File: src/rtl/multi_cycle_ctrl_pkg.sv
// multi_cycle_ctrl_pkg: states, opcodes, datapath mux encodings and per-state control decode
package multi_cycle_ctrl_pkg;

  typedef enum logic [3:0] {
    FETCH, DECODE, MEM_ADDR, MEM_RD, MEM_WB, MEM_WR, EXEC, R_WB, ADDI_WB, BRANCH, JUMP, FAULT
  } state_t;

  localparam logic [5:0] OP_R    = 6'b000000;
  localparam logic [5:0] OP_LW   = 6'b100011;
  localparam logic [5:0] OP_SW   = 6'b101011;
  localparam logic [5:0] OP_ADDI = 6'b001000;
  localparam logic [5:0] OP_BEQ  = 6'b000100;
  localparam logic [5:0] OP_J    = 6'b000010;

  localparam logic [1:0] SRCB_B      = 2'b00;
  localparam logic [1:0] SRCB_4      = 2'b01;
  localparam logic [1:0] SRCB_IMM    = 2'b10;
  localparam logic [1:0] SRCB_IMM_SH = 2'b11;

  localparam logic [1:0] ALU_ADD   = 2'b00;
  localparam logic [1:0] ALU_SUB   = 2'b01;
  localparam logic [1:0] ALU_FUNCT = 2'b10;

  localparam logic [1:0] PC_ALU    = 2'b00;
  localparam logic [1:0] PC_ALUOUT = 2'b01;
  localparam logic [1:0] PC_JUMP   = 2'b10;

  // Moore part of the control word; memReady/opCode-dependent enables are added in the top
  typedef struct packed {
    logic       pc_write;
    logic       pc_write_cond;
    logic       ior_d;
    logic       mem_read;
    logic       mem_write;
    logic       reg_dst;
    logic       mem_to_reg;
    logic       reg_write;
    logic       alu_src_a;
    logic [1:0] alu_src_b;
    logic [1:0] alu_op;
    logic [1:0] pc_source;
    logic       retire;
    logic       fault;
  } ctrl_t;

  function automatic logic legal_op(logic [5:0] op);
    return op inside {OP_R, OP_LW, OP_SW, OP_ADDI, OP_BEQ, OP_J};
  endfunction

  function automatic ctrl_t state_ctrl(state_t s);
    ctrl_t c;
    c = '0;
    case (s)
      FETCH: begin
        c.mem_read  = 1'b1;
        c.alu_src_b = SRCB_4;
      end
      DECODE: c.alu_src_b = SRCB_IMM_SH;
      MEM_ADDR: begin
        c.alu_src_a = 1'b1;
        c.alu_src_b = SRCB_IMM;
      end
      MEM_RD: begin
        c.mem_read = 1'b1;
        c.ior_d    = 1'b1;
      end
      MEM_WB: begin
        c.reg_write  = 1'b1;
        c.mem_to_reg = 1'b1;
        c.retire     = 1'b1;
      end
      MEM_WR: begin
        c.mem_write = 1'b1;
        c.ior_d     = 1'b1;
      end
      EXEC: begin
        c.alu_src_a = 1'b1;
        c.alu_op    = ALU_FUNCT;
      end
      R_WB: begin
        c.reg_write = 1'b1;
        c.reg_dst   = 1'b1;
        c.retire    = 1'b1;
      end
      ADDI_WB: begin
        c.reg_write = 1'b1;
        c.retire    = 1'b1;
      end
      BRANCH: begin
        c.alu_src_a     = 1'b1;
        c.alu_op        = ALU_SUB;
        c.pc_write_cond = 1'b1;
        c.pc_source     = PC_ALUOUT;
        c.retire        = 1'b1;
      end
      JUMP: begin
        c.pc_write  = 1'b1;
        c.pc_source = PC_JUMP;
        c.retire    = 1'b1;
      end
      FAULT: c.fault = 1'b1;
      default: c = '0;
    endcase
    return c;
  endfunction

endpackage

File: src/rtl/multi_cycle_ctrl_if.sv
// multi_cycle_ctrl_if: controller <-> datapath control bus
interface multi_cycle_ctrl_if;
  logic [5:0] opCode;
  logic       memReady;
  logic       pcWrite;
  logic       pcWriteCond;
  logic       iorD;
  logic       memRead;
  logic       memWrite;
  logic       irWrite;
  logic       regDst;
  logic       memToReg;
  logic       regWrite;
  logic       aluSrcA;
  logic [1:0] aluSrcB;
  logic [1:0] aluOp;
  logic [1:0] pcSource;
  logic       retire;
  logic       illegal;
  logic       fault;

  modport master (
    input  opCode, memReady,
    output pcWrite, pcWriteCond, iorD, memRead, memWrite, irWrite, regDst, memToReg,
           regWrite, aluSrcA, aluSrcB, aluOp, pcSource, retire, illegal, fault
  );

  modport slave (
    output opCode, memReady,
    input  pcWrite, pcWriteCond, iorD, memRead, memWrite, irWrite, regDst, memToReg,
           regWrite, aluSrcA, aluSrcB, aluOp, pcSource, retire, illegal, fault
  );
endinterface

File: src/rtl/multi_cycle_ctrl_mem_wait_timer.sv
// mem_wait_timer: counts unanswered memory wait cycles and flags the last allowed one
module mem_wait_timer #(
  parameter int MEM_TIMEOUT = 15
) (
  input  logic clock,
  input  logic reset,
  input  logic inc,
  output logic expired
);
  logic [7:0] count;
  // any cycle that is not an unanswered wait restarts the count, so each access starts at 0
  always_ff @(posedge clock or posedge reset)
    if (reset) count <= '0;
    else count <= inc ? count + 8'd1 : '0;
  assign expired = inc && count == 8'(MEM_TIMEOUT - 1);
endmodule

File: src/rtl/multi_cycle_ctrl.sv
// multi_cycle_ctrl: multi-cycle MIPS sequencing FSM driving datapath enables and mux selects
module multi_cycle_ctrl
  import multi_cycle_ctrl_pkg::*;
#(
  parameter int MEM_TIMEOUT = 15
) (
  input logic clock,
  input logic reset,
  multi_cycle_ctrl_if.master bus
);
  state_t state, nxt;
  ctrl_t q;
  logic waiting, expired, bad;
  assign waiting = state inside {FETCH, MEM_RD, MEM_WR};
  assign bad = state == DECODE && !legal_op(bus.opCode);
  mem_wait_timer #(.MEM_TIMEOUT(MEM_TIMEOUT)) u_timer (
    .clock(clock),
    .reset(reset),
    .inc(waiting && !bus.memReady),
    .expired(expired)
  );
  // next state; memReady beats a timeout that expires in the same cycle
  always_comb begin
    nxt = state;
    case (state)
      FETCH:    nxt = bus.memReady ? DECODE : expired ? FAULT : FETCH;
      DECODE:   nxt = bus.opCode == OP_R ? EXEC
                    : (bus.opCode inside {OP_LW, OP_SW, OP_ADDI}) ? MEM_ADDR
                    : bus.opCode == OP_BEQ ? BRANCH
                    : bus.opCode == OP_J ? JUMP : FETCH;
      MEM_ADDR: nxt = bus.opCode == OP_LW ? MEM_RD : bus.opCode == OP_SW ? MEM_WR : ADDI_WB;
      MEM_RD:   nxt = bus.memReady ? MEM_WB : expired ? FAULT : MEM_RD;
      MEM_WR:   nxt = bus.memReady ? FETCH : expired ? FAULT : MEM_WR;
      EXEC:     nxt = R_WB;
      FAULT:    nxt = FAULT;
      default:  nxt = FETCH;
    endcase
  end
  // state register with the Moore control word registered from the next state
  always_ff @(posedge clock or posedge reset)
    if (reset) begin
      state <= FETCH;
      q     <= state_ctrl(FETCH);
    end else begin
      state <= nxt;
      q     <= state_ctrl(nxt);
    end
  assign bus.pcWrite     = !reset && (q.pc_write || (state == FETCH && bus.memReady));
  assign bus.irWrite     = !reset && state == FETCH && bus.memReady;
  assign bus.pcWriteCond = !reset && q.pc_write_cond;
  assign bus.regWrite    = !reset && q.reg_write;
  assign bus.memWrite    = !reset && q.mem_write;
  assign bus.retire      = !reset && (q.retire || bad || (state == MEM_WR && bus.memReady));
  assign bus.illegal     = !reset && bad;
  assign bus.fault       = !reset && q.fault;
  assign bus.iorD        = q.ior_d;
  assign bus.memRead     = q.mem_read;
  assign bus.regDst      = q.reg_dst;
  assign bus.memToReg    = q.mem_to_reg;
  assign bus.aluSrcA     = q.alu_src_a;
  assign bus.aluSrcB     = q.alu_src_b;
  assign bus.aluOp       = q.alu_op;
  assign bus.pcSource    = q.pc_source;
endmodule

File: src/flat_wrapper.sv
// flat-port wrapper written by rule: the top's interface ports become plain ports
module multi_cycle_ctrl_flat import multi_cycle_ctrl_pkg::*;
#(
  parameter int MEM_TIMEOUT = 15
)
  (clock, reset, bus_opCode, bus_memReady, bus_pcWrite, bus_pcWriteCond, bus_iorD, bus_memRead, bus_memWrite, bus_irWrite, bus_regDst, bus_memToReg, bus_regWrite, bus_aluSrcA, bus_aluSrcB, bus_aluOp, bus_pcSource, bus_retire, bus_illegal, bus_fault);
  multi_cycle_ctrl_if bus_i ();
  input logic clock;
  input logic reset;
  input wire logic [$bits(bus_i.opCode)-1:0] bus_opCode;
  input wire logic [$bits(bus_i.memReady)-1:0] bus_memReady;
  output wire logic [$bits(bus_i.pcWrite)-1:0] bus_pcWrite;
  output wire logic [$bits(bus_i.pcWriteCond)-1:0] bus_pcWriteCond;
  output wire logic [$bits(bus_i.iorD)-1:0] bus_iorD;
  output wire logic [$bits(bus_i.memRead)-1:0] bus_memRead;
  output wire logic [$bits(bus_i.memWrite)-1:0] bus_memWrite;
  output wire logic [$bits(bus_i.irWrite)-1:0] bus_irWrite;
  output wire logic [$bits(bus_i.regDst)-1:0] bus_regDst;
  output wire logic [$bits(bus_i.memToReg)-1:0] bus_memToReg;
  output wire logic [$bits(bus_i.regWrite)-1:0] bus_regWrite;
  output wire logic [$bits(bus_i.aluSrcA)-1:0] bus_aluSrcA;
  output wire logic [$bits(bus_i.aluSrcB)-1:0] bus_aluSrcB;
  output wire logic [$bits(bus_i.aluOp)-1:0] bus_aluOp;
  output wire logic [$bits(bus_i.pcSource)-1:0] bus_pcSource;
  output wire logic [$bits(bus_i.retire)-1:0] bus_retire;
  output wire logic [$bits(bus_i.illegal)-1:0] bus_illegal;
  output wire logic [$bits(bus_i.fault)-1:0] bus_fault;
  assign bus_i.opCode = bus_opCode;
  assign bus_i.memReady = bus_memReady;
  assign bus_pcWrite = bus_i.pcWrite;
  assign bus_pcWriteCond = bus_i.pcWriteCond;
  assign bus_iorD = bus_i.iorD;
  assign bus_memRead = bus_i.memRead;
  assign bus_memWrite = bus_i.memWrite;
  assign bus_irWrite = bus_i.irWrite;
  assign bus_regDst = bus_i.regDst;
  assign bus_memToReg = bus_i.memToReg;
  assign bus_regWrite = bus_i.regWrite;
  assign bus_aluSrcA = bus_i.aluSrcA;
  assign bus_aluSrcB = bus_i.aluSrcB;
  assign bus_aluOp = bus_i.aluOp;
  assign bus_pcSource = bus_i.pcSource;
  assign bus_retire = bus_i.retire;
  assign bus_illegal = bus_i.illegal;
  assign bus_fault = bus_i.fault;
  multi_cycle_ctrl #(.MEM_TIMEOUT(MEM_TIMEOUT)) u_core (.clock(clock), .reset(reset), .bus(bus_i));
endmodule
File: config.mk
export PLATFORM = sky130hd
export DESIGN_NAME = multi_cycle_ctrl_flat
export DESIGN_NICKNAME = d
export VERILOG_FILES = /design/src/rtl/multi_cycle_ctrl_pkg.sv /design/src/rtl/multi_cycle_ctrl_if.sv /design/src/rtl/multi_cycle_ctrl_mem_wait_timer.sv /design/src/rtl/multi_cycle_ctrl.sv /design/src/flat_wrapper.sv
export SDC_FILE = /design/constraint.sdc
export NUM_CORES = 1
export LEC_CHECK = 0
export ABC_AREA = 1
export ABC_CLOCK_PERIOD_IN_PS = 1700
export BUFFER_PORTS_ARGS = -buffer_cell sky130_fd_sc_hd__buf_2
export CAP_MARGIN = 25
export CORE_ASPECT_RATIO = 0.75
export CORE_MARGIN = 2
export CORE_UTILIZATION = 50
export DETAILED_ROUTE_END_ITERATION = 8
export PLACE_DENSITY = 0.71
export SETUP_SLACK_MARGIN = 0.02
export SLEW_MARGIN = 40
export SYNTH_ARGS = -nofsm -noshare
export SYNTH_HDL_FRONTEND = slang
export SYNTH_SLANG_ARGS = --single-unit
File: constraint.sdc
create_clock -name clock -period 1.7 [get_ports clock]
set_clock_uncertainty 0.1 [all_clocks]
set_input_delay 0.255 -clock clock [delete_from_list [all_inputs] [get_ports clock]]
set_output_delay 0.255 -clock clock [all_outputs]
set_load 0.1 [all_outputs]
==> key figures, run 1 <==
Floorplan
  • Die boundary width: roughly 68 microns
  • Height of the die: roughly 52 microns
  • Number of top-level pins: 28
  • Initial Utilization: between 50% and 60%
  • Die outline area: 3520 sq um
  • Standard-cell row count: 17
  • Core Footprint: slightly below 3000 sq um

Power and ir drop
  • Peak supply drop: approximately 660 uV
  • Combinational power share: 34.5%
  • P_sw: about 590 uW
  • P per Cell Area: around 700 nW/um^2
  • Switching fraction of total power: 36.4%
  • Final total power: around 1.6 mW
  • Pint: 1.03 mW
  • Leakage component of the power: approximately 1.3 nW
  • Seq pwr share: between 40 and 50%
  • Power share of the clock group: a little under a quarter

Synth
  • Number of enable-type register cells in the synthesized netlist: 0
  • Synth cell types: 22
  • Post-synth top area share: around 40%
  • Cells taking the most area after synthesis: sky130_fd_sc_hd__dfrtp_1 (41%), sky130_fd_sc_hd__inv_1 (9.8%), sky130_fd_sc_hd__nand2_1 (8.6%)
  • Synthesized cell area: 1530 sq um
  • Post-Syn Instances: ~200
  • Leading area contributor after synthesis: sky130_fd_sc_hd__dfrtp_1
  • Most numerous cell in the Yosys netlist: sky130_fd_sc_hd__inv_1
  • Cell types with the highest counts after synthesis: sky130_fd_sc_hd__inv_1 (40), sky130_fd_sc_hd__nand2_1 (35), sky130_fd_sc_hd__nor2_1 (28), sky130_fd_sc_hd__dfrtp_1 (25), sky130_fd_sc_hd__nand3_1 (15)
  • Total of flip-flops plus latches after synthesis: 27
  • Sequential element share of the synthesized area: 44.3%
  • Net count after synthesis: 210
  • Top flip-flop cell by instance count after synthesis: sky130_fd_sc_hd__dfrtp_1
  • Syn_area_per_cell: 7.69 sq um
  • Warnings from Yosys: 0
  • Synth async-reset ratio: 100%

Finish
  • Share of final-layout standard cells stronger than drive strength 1: 50.6%
  • Filler cell count in the final layout: between 150 and 200
  • Post-route cell area: about 2400 sq um
  • Fin nets: about 280
  • Signed area change from the synthesized netlist to the final layout: 55.2%
  • Antenna diode count: 0

Timing
  • Count of endpoints failing setup in the final report: 24
  • Max-slew headroom at the worst pin: between 60% and 70%
  • FMAX: between 400 and 500 MHz
  • Period Utilization, post-route: 122%
  • Endpoints failing hold: 0
  • Worst-case setup margin in the final layout: -0.382 ns
  • Worst Max-Slew Pin Slew: between 0.4 and 0.5 ns
  • Number of max-slew violations in the final report: 0
  • Fin crit period: 2.08 ns
  • RSZ-0062 raised after global routing: yes
  • Hold WS: between 0.07 and 0.08 ns

Detailed routing
  • Count of vias placed by the detailed router: 1600
  • Post-DR vias/cell: ~5.3
  • Detailed router's first-iteration violation count: approximately 120
  • Routed wire length per instance: between 10 and 15 microns
  • Total length of routed wires: 4490 microns
  • Total iterations of the first detailed-routing run: 4
  • Detailed-route DRC error count: 0
  • Number of nets with antenna violations after routing: 0

CTS
  • Clk root buf: sky130_fd_sc_hd__clkbuf_8
  • Clock tree from TritonCTS: yes
  • Clock H-tree levels: 1
  • Max clock buf depth: 2
  • Clock-pin slew of the registers on the worst-case setup and hold paths: 0.09 ns
  • TritonCTS Buffers: 3
  • CTS Hold Buffers Added: 0
  • Num Clock Sinks: 27
  • Insertion delay to the later sink of the worst-skew pair: about 0.28 ns

Placed design
  • IO buf count: 27
  • Placed wire-length estimate after detailed placement: 2820 microns
  • Cell area after placement: around 2000 sq um
  • Pre-CTS setup slack: -0.0340 ns
  • Final Wtd Congestion: around 0.90

Worst setup path
  • CP cell instances: buf_4 -> buf_6 -> buf_6 -> nand4_1 -> nand2_1 -> nor2_1 -> nand2_1 -> nor2_2 -> nand3_2 -> nor2_1 -> nand2_1 -> nand2_1
  • FF-to-FF Start: u_core.state[1]
  • Max stage delay cell, worst path: sky130_fd_sc_hd__dfrtp_2
  • Required time of the critical path: 1.83 ns
  • Data arrival time of the critical path: between 2 and 2.5 ns
  • Kind of critical path: flop to flop
  • Setup slack, reg-to-reg: -0.38 ns
  • Reg2Reg Depth: 12
  • Maximum single-stage delay on the critical path: about 0.44 ns
  • Worst path most repeated cell: sky130_fd_sc_hd__nand2_1
  • Terminus of the critical flop-to-flop path: u_core.bus.memRead
  • Crit. End Element: flop
  • Crit start category: flop
  • Highest fanout seen on the critical path: 4

Global routing
  • Pin count of the biggest net entering global routing: 17
  • Global-route wire length before repair: roughly 6000 microns
  • GRT Residual Overflow: 0
  • Vias in the first global route: approximately 1400
  • GRT Util Overall: around a quarter
  • Antenna violations before repair: 0

Run
  • Maximum capacitance violations: 0

Hold path
  • Class of the tightest hold or removal check: input pin to async pin

Status
  • Status: complete, but fails checks
  • Violated checks: setup timing
[power groups by stage]
stage | clock network (mW) | logic (mW) | registers [mW]
after floorplan | 0 | 0.279 | 0.744
after global placement | 0 | 0.452 | 0.698
after detailed placement | 0 | 0.460 | 0.700
after CTS | 0.370 | 0.493 | 0.687
after global routing | 0.404 | 0.586 | 0.690
final | 0.375 | 0.559 | 0.687
[logic make-up after synthesis]
logic type	Yosys count	synth area share (%)
and+or+nand+nor	110	36.7
buffers and inverters	49	13.5
DFF	27	44.3
AOI/OAI and AO/OA	11	3.84
adders and majority gates	2	1.64
[registers in the layout, indices dropped and copies added (netlist names)]
register and flops:
u_core.u_timer.count 8, u_core.q 6, u_core.state 4, u_core.bus.aluSrcB 2
u_core.bus.aluOp 1, u_core.bus.aluSrcA 1, u_core.bus.iorD 1, u_core.bus.memRead 1
u_core.bus.memToReg 1, u_core.bus.pcSource 1, u_core.bus.regDst 1
[placed cells by master (no fill, tap or decap)]
| master | n |
|---|---|
| sky130_fd_sc_hd__a21oi_1 | 4 |
| sky130_fd_sc_hd__a21oi_4 | 2 |
| sky130_fd_sc_hd__a31oi_4 | 1 |
| sky130_fd_sc_hd__buf_12 | 8 |
| sky130_fd_sc_hd__buf_2 | 19 |
| sky130_fd_sc_hd__buf_4 | 35 |
| sky130_fd_sc_hd__buf_6 | 7 |
| sky130_fd_sc_hd__clkbuf_8 | 3 |
| sky130_fd_sc_hd__clkinvlp_4 | 2 |
| sky130_fd_sc_hd__dfrtp_1 | 24 |
| sky130_fd_sc_hd__dfrtp_2 | 1 |
| sky130_fd_sc_hd__dfstp_2 | 2 |
| sky130_fd_sc_hd__ha_1 | 2 |
| sky130_fd_sc_hd__inv_1 | 32 |
| sky130_fd_sc_hd__inv_2 | 9 |
| sky130_fd_sc_hd__nand2_1 | 27 |
| sky130_fd_sc_hd__nand2_2 | 10 |
| sky130_fd_sc_hd__nand2_4 | 3 |
| sky130_fd_sc_hd__nand3_1 | 12 |
| sky130_fd_sc_hd__nand3_2 | 8 |
| sky130_fd_sc_hd__nand3_4 | 3 |
| sky130_fd_sc_hd__nand4_1 | 5 |
| sky130_fd_sc_hd__nor2_1 | 19 |
| sky130_fd_sc_hd__nor2_2 | 4 |
| sky130_fd_sc_hd__nor2_4 | 13 |
| sky130_fd_sc_hd__nor3_1 | 1 |
| sky130_fd_sc_hd__nor3_2 | 3 |
| sky130_fd_sc_hd__nor3b_1 | 1 |
| sky130_fd_sc_hd__nor3b_2 | 1 |
| sky130_fd_sc_hd__o21a_1 | 1 |
| sky130_fd_sc_hd__o21ai_0 | 3 |
[layer usage]
metal / wire, microns / global-route usage [%]
met5: 0 / 0
met4: 135 / 3.33
met3: 280 / 4.55
met2: 2240 / 41.5
met1: 1840 / 31.4
[worst max path at each step]
stage | to | depth (start not counted) | startpoint | slack, ns
after floorplan | bus_retire | 5 | u_core.state[2] | -0.27
after global placement | bus_illegal | 10 | bus_opCode[3] | -0.0004
after detailed placement | bus_illegal | 10 | bus_opCode[3] | -0.03
after CTS | bus_illegal | 8 | u_core.state[0] | -0.27
after global routing | u_core.bus.memRead | 12 | u_core.state[1] | -0.43
final | u_core.bus.memRead | 12 | u_core.state[1] | -0.38
[layout make-up]
class                      instances  area (sq um)  share of cell area (%)
timing repair buffer              69           597                    25.1
inverter                          42           161                    6.80
multi-input combinational        123           841                    35.4
clock inverter                     1          7.51                   0.316
sequential                        27           679                    28.6
clock buffer                       3          41.3                    1.74
tap                               38          47.5                    2.00
[critical path, delay by kind of cell, from the launching register on]
kind,cells,cell delay (ns)
buf+inv,3,0.36
flops,1,0.44
simple gates,9,1.11
[stage by stage]
stage               util, %   TNS [ns]  std cells
global route           80.9      -5.82        303
global placement       68.8  -0.000441        278
detailed placement     68.8    -0.0420        278
finish                 80.9      -4.24        303
floorplan                 -     -0.473        199
CTS                    74.3      -1.07        290
[what timing repair did]
action                                  4_1_cts  5_1_grt
gates cloned                                  0        0
setup buffers                                 8       13
pin swaps                                     6       20
endpoints found under the setup margin       10       19
endpoints found under the hold margin         0        0
resized for setup                            18       24
No activity file was read; power rests on OpenSTA's default activity.
==> run 2: changes to the inputs <==
CORE_UTILIZATION = 40   (was 50)
CTS_BUF_LIST = sky130_fd_sc_hd__clkbuf_8   (was not set)
PLACE_DENSITY = 0.59   (was 0.71)
==> run 2 against run 1 <==
  * The flow still finishes with violations (setup timing)
  * Via count shrank 12%
  * Register-to-register slack improved by 0.33 ns
  * Count of clock-buffer cells in the layout stayed put
  * Total power decreased by 0.48%
  * Critical path depth fell by 5
  * Final area decreased by 0.53%
  * Critical path type is now flop to primary output
  * Critical endpoint is now bus_retire
  * Largest cell class unchanged
  * Largest power group unchanged
  * Highest routed layer unchanged
==> key figures, run 2 (synthesis results as in run 1) <==
CTS
  • Clock tree from TritonCTS: yes
  • Clock-pin slew of the registers on the worst-case setup and hold paths: approximately 0.10 ns
  • CTS Hold Buffers Added: 0
  • Num Clock Sinks: 27
  • Clock H-tree levels: 1
  • TritonCTS Buffers: 3
  • Clk root buf: sky130_fd_sc_hd__clkbuf_8
  • Insertion delay to the later sink of the worst-skew pair: approximately 0.28 ns
  • Max clock buf depth: 2

Finish
  • Storage cell area: between 600 and 700 sq um
  • Number of flip-flops under the largest register name: 8
  • Commonest cells after routing, fill and taps aside: sky130_fd_sc_hd__inv_1 (33), sky130_fd_sc_hd__buf_4 (32), sky130_fd_sc_hd__nand2_1 (23), sky130_fd_sc_hd__dfrtp_1 (23), sky130_fd_sc_hd__buf_2 (19)
  • Fin nets: approximately 270
  • Signed area change from the synthesized netlist to the final layout: 54.4%
  • Largest reg by FF count: u_core.u_timer.count
  • Multi-input gate area: slightly below 900 sq um
  • Final cell count without fillers: 311
  • Leading cell type in the layout, fill and taps excluded: sky130_fd_sc_hd__inv_1
  • Antenna diode count: 0
  • Share of final-layout standard cells stronger than drive strength 1: around 52%
  • Largest regs: u_core.u_timer.count: 8 flops, u_core.q: 6 flops, u_core.state: 4 flops
  • Filler cell count in the final layout: approximately 300

Timing
  • Max-slew headroom at the worst pin: 67.5%
  • Period Utilization, post-route: 117%
  • Fin crit period: approximately 2 ns
  • FMAX: roughly 500 MHz
  • Worst-case setup margin in the final layout: -0.295 ns
  • RSZ-0062 raised after global routing: yes
  • Endpoints failing hold: 0
  • Count of endpoints failing setup in the final report: 9
  • Hold WS: 0.0864 ns
  • Worst Max-Slew Pin Slew: 0.491 ns
  • Number of max-slew violations in the final report: 0

Global routing
  • Global-route wire length before repair: 6090 microns
  • Vias in the first global route: 1331
  • Antenna violations before repair: 0
  • GRT Util Overall: 18.5%
  • Pin count of the biggest net entering global routing: 17
  • GRT Residual Overflow: 0

Detailed routing
  • Detailed-route DRC error count: 0
  • Post-DR vias/cell: ~4.5
  • Detailed router's first-iteration violation count: 91
  • Total length of routed wires: roughly 3800 microns
  • Count of vias placed by the detailed router: ~1400
  • Number of nets with antenna violations after routing: 0
  • Routed wire length per instance: approximately 12 microns
  • Total iterations of the first detailed-routing run: 4

Placed design
  • Placed insts: between 200 and 300
  • IO buf count: 27
  • Placed wire-length estimate after detailed placement: 2560 microns
  • Final Wtd Congestion: between 0.8 and 0.9

Power and ir drop
  • Peak supply drop: just under 500 uV
  • Final total power: 1.61 mW
  • Leakage component of the power: between 1 and 1.5 nW
  • P per Cell Area: 683 nW/um^2

Floorplan
  • Core Footprint: approximately 3700 sq um
  • Die outline area: around 4300 sq um
  • Number of top-level pins: 28
  • Height of the die: 57.6 microns
  • Die boundary width: 75.4 microns
  • Initial Utilization: roughly two fifths
  • Standard-cell row count: 19

Status
  • Status: complete, but fails checks
  • Violated checks: setup timing

Worst setup path
  • Crit. End Element: primary output
  • Data arrival time of the critical path: 1.64 ns
  • Maximum single-stage delay on the critical path: 0.45 ns
  • CP delay by family, top: flip-flops
  • CP cell instances: buf_4 -> nor2_4 -> nand2_1 -> inv_2 -> nand2_2 -> a31oi_4 -> buf_12
  • Max stage delay cell, worst path: sky130_fd_sc_hd__dfrtp_2
  • Number of buffers and inverters on the critical path: 3
  • Crit start category: flop
  • Highest fanout seen on the critical path: 3
  • Required time of the critical path: between 1 and 1.5 ns
  • Kind of critical path: flop to primary output

Run
  • Maximum capacitance violations: 0

Hold path
  • Class of the tightest hold or removal check: input pin to async pin
run 2: cell types whose count changed in the layout (fill, tap and decap cells not counted), sizes merged:
| cell | change |
|---|---|
| buf | -6 |
| clkinvlp | -1 |
| inv | +1 |
run 2: worst reg2reg max path: stages, from the launching register on:
cell                      delay [ns]
sky130_fd_sc_hd__dfrtp_1        0.42
sky130_fd_sc_hd__nor2_4         0.05
sky130_fd_sc_hd__buf_4          0.13
sky130_fd_sc_hd__buf_6          0.12
sky130_fd_sc_hd__nand2_4        0.06
sky130_fd_sc_hd__inv_4          0.05
sky130_fd_sc_hd__nand2_8        0.08
sky130_fd_sc_hd__buf_6          0.11
sky130_fd_sc_hd__nand3_2        0.06
sky130_fd_sc_hd__nor2_2         0.11
sky130_fd_sc_hd__nand3_2        0.14
sky130_fd_sc_hd__nor2_2         0.12
sky130_fd_sc_hd__nand2_2        0.06
sky130_fd_sc_hd__nand2_1        0.07
run 2: worst paths after layout:
kind                                         start                 endpoint  slack [ns]  cells after the start
hold reg to reg            u_core.u_timer.count[2]  u_core.u_timer.count[2]        0.41                      1
max in group asynchronous                    reset    u_core.bus.aluSrcB[0]        1.18                      3
setup reg to reg                   u_core.state[2]       u_core.bus.memRead       -0.05                     13
min in group clock                    bus_memReady      u_core.bus.memToReg        0.21                      3
hold / removal                               reset              u_core.q[9]        0.09                      3
setup / recovery                   u_core.state[3]               bus_retire       -0.29                      7
run 2: cell type report:
class	instances	share of cell area [%]
inverters	42	6.89
repair buffers	63	22.9
clock inverters	1	0.318
flip-flops and latches	27	28.8
clock buffers	3	1.75
multi-input cells	123	36.6
well taps	52	2.75
run 2: routing by layer:
layer / global-route usage [%] / vias to the layer above / wire [microns]
li1: - / 725 / -
met1: 27.6 / 639 / 1920
met2: 26.8 / 42 / 1650
met3: 3.71 / 6 / 146
met4: 5.76 / 0 / 48
met5: 0 / - / 0
run 2: power breakdown:
group          switching, mW  leakage [nW]  internal [mW]
Clock                  0.213        0.0217          0.167
Combinational          0.366         0.899          0.182
Sequential            0.0122         0.362          0.674
run 2: timing repair:
action,CTS,global route
resized for setup,19,31
pin swaps,10,20
endpoints found under the hold margin,0,0
buffers inserted,8,7
endpoints found under the setup margin,8,19
run 2: metrics by stage:
step / cell area (sq um) / worst slack (ns) / utilization (%) / TNS, ns
floorplan: 1610 / -0.271 / - / -0.473
global placement: 2050 / -0.0196 / 55.9 / -0.0196
detailed placement: 2050 / -0.0182 / 55.9 / -0.0182
CTS: 2210 / -0.293 / 60.3 / -1.50
global route: 2360 / -0.374 / 64.5 / -1.96
finish: 2360 / -0.295 / 64.5 / -1.27
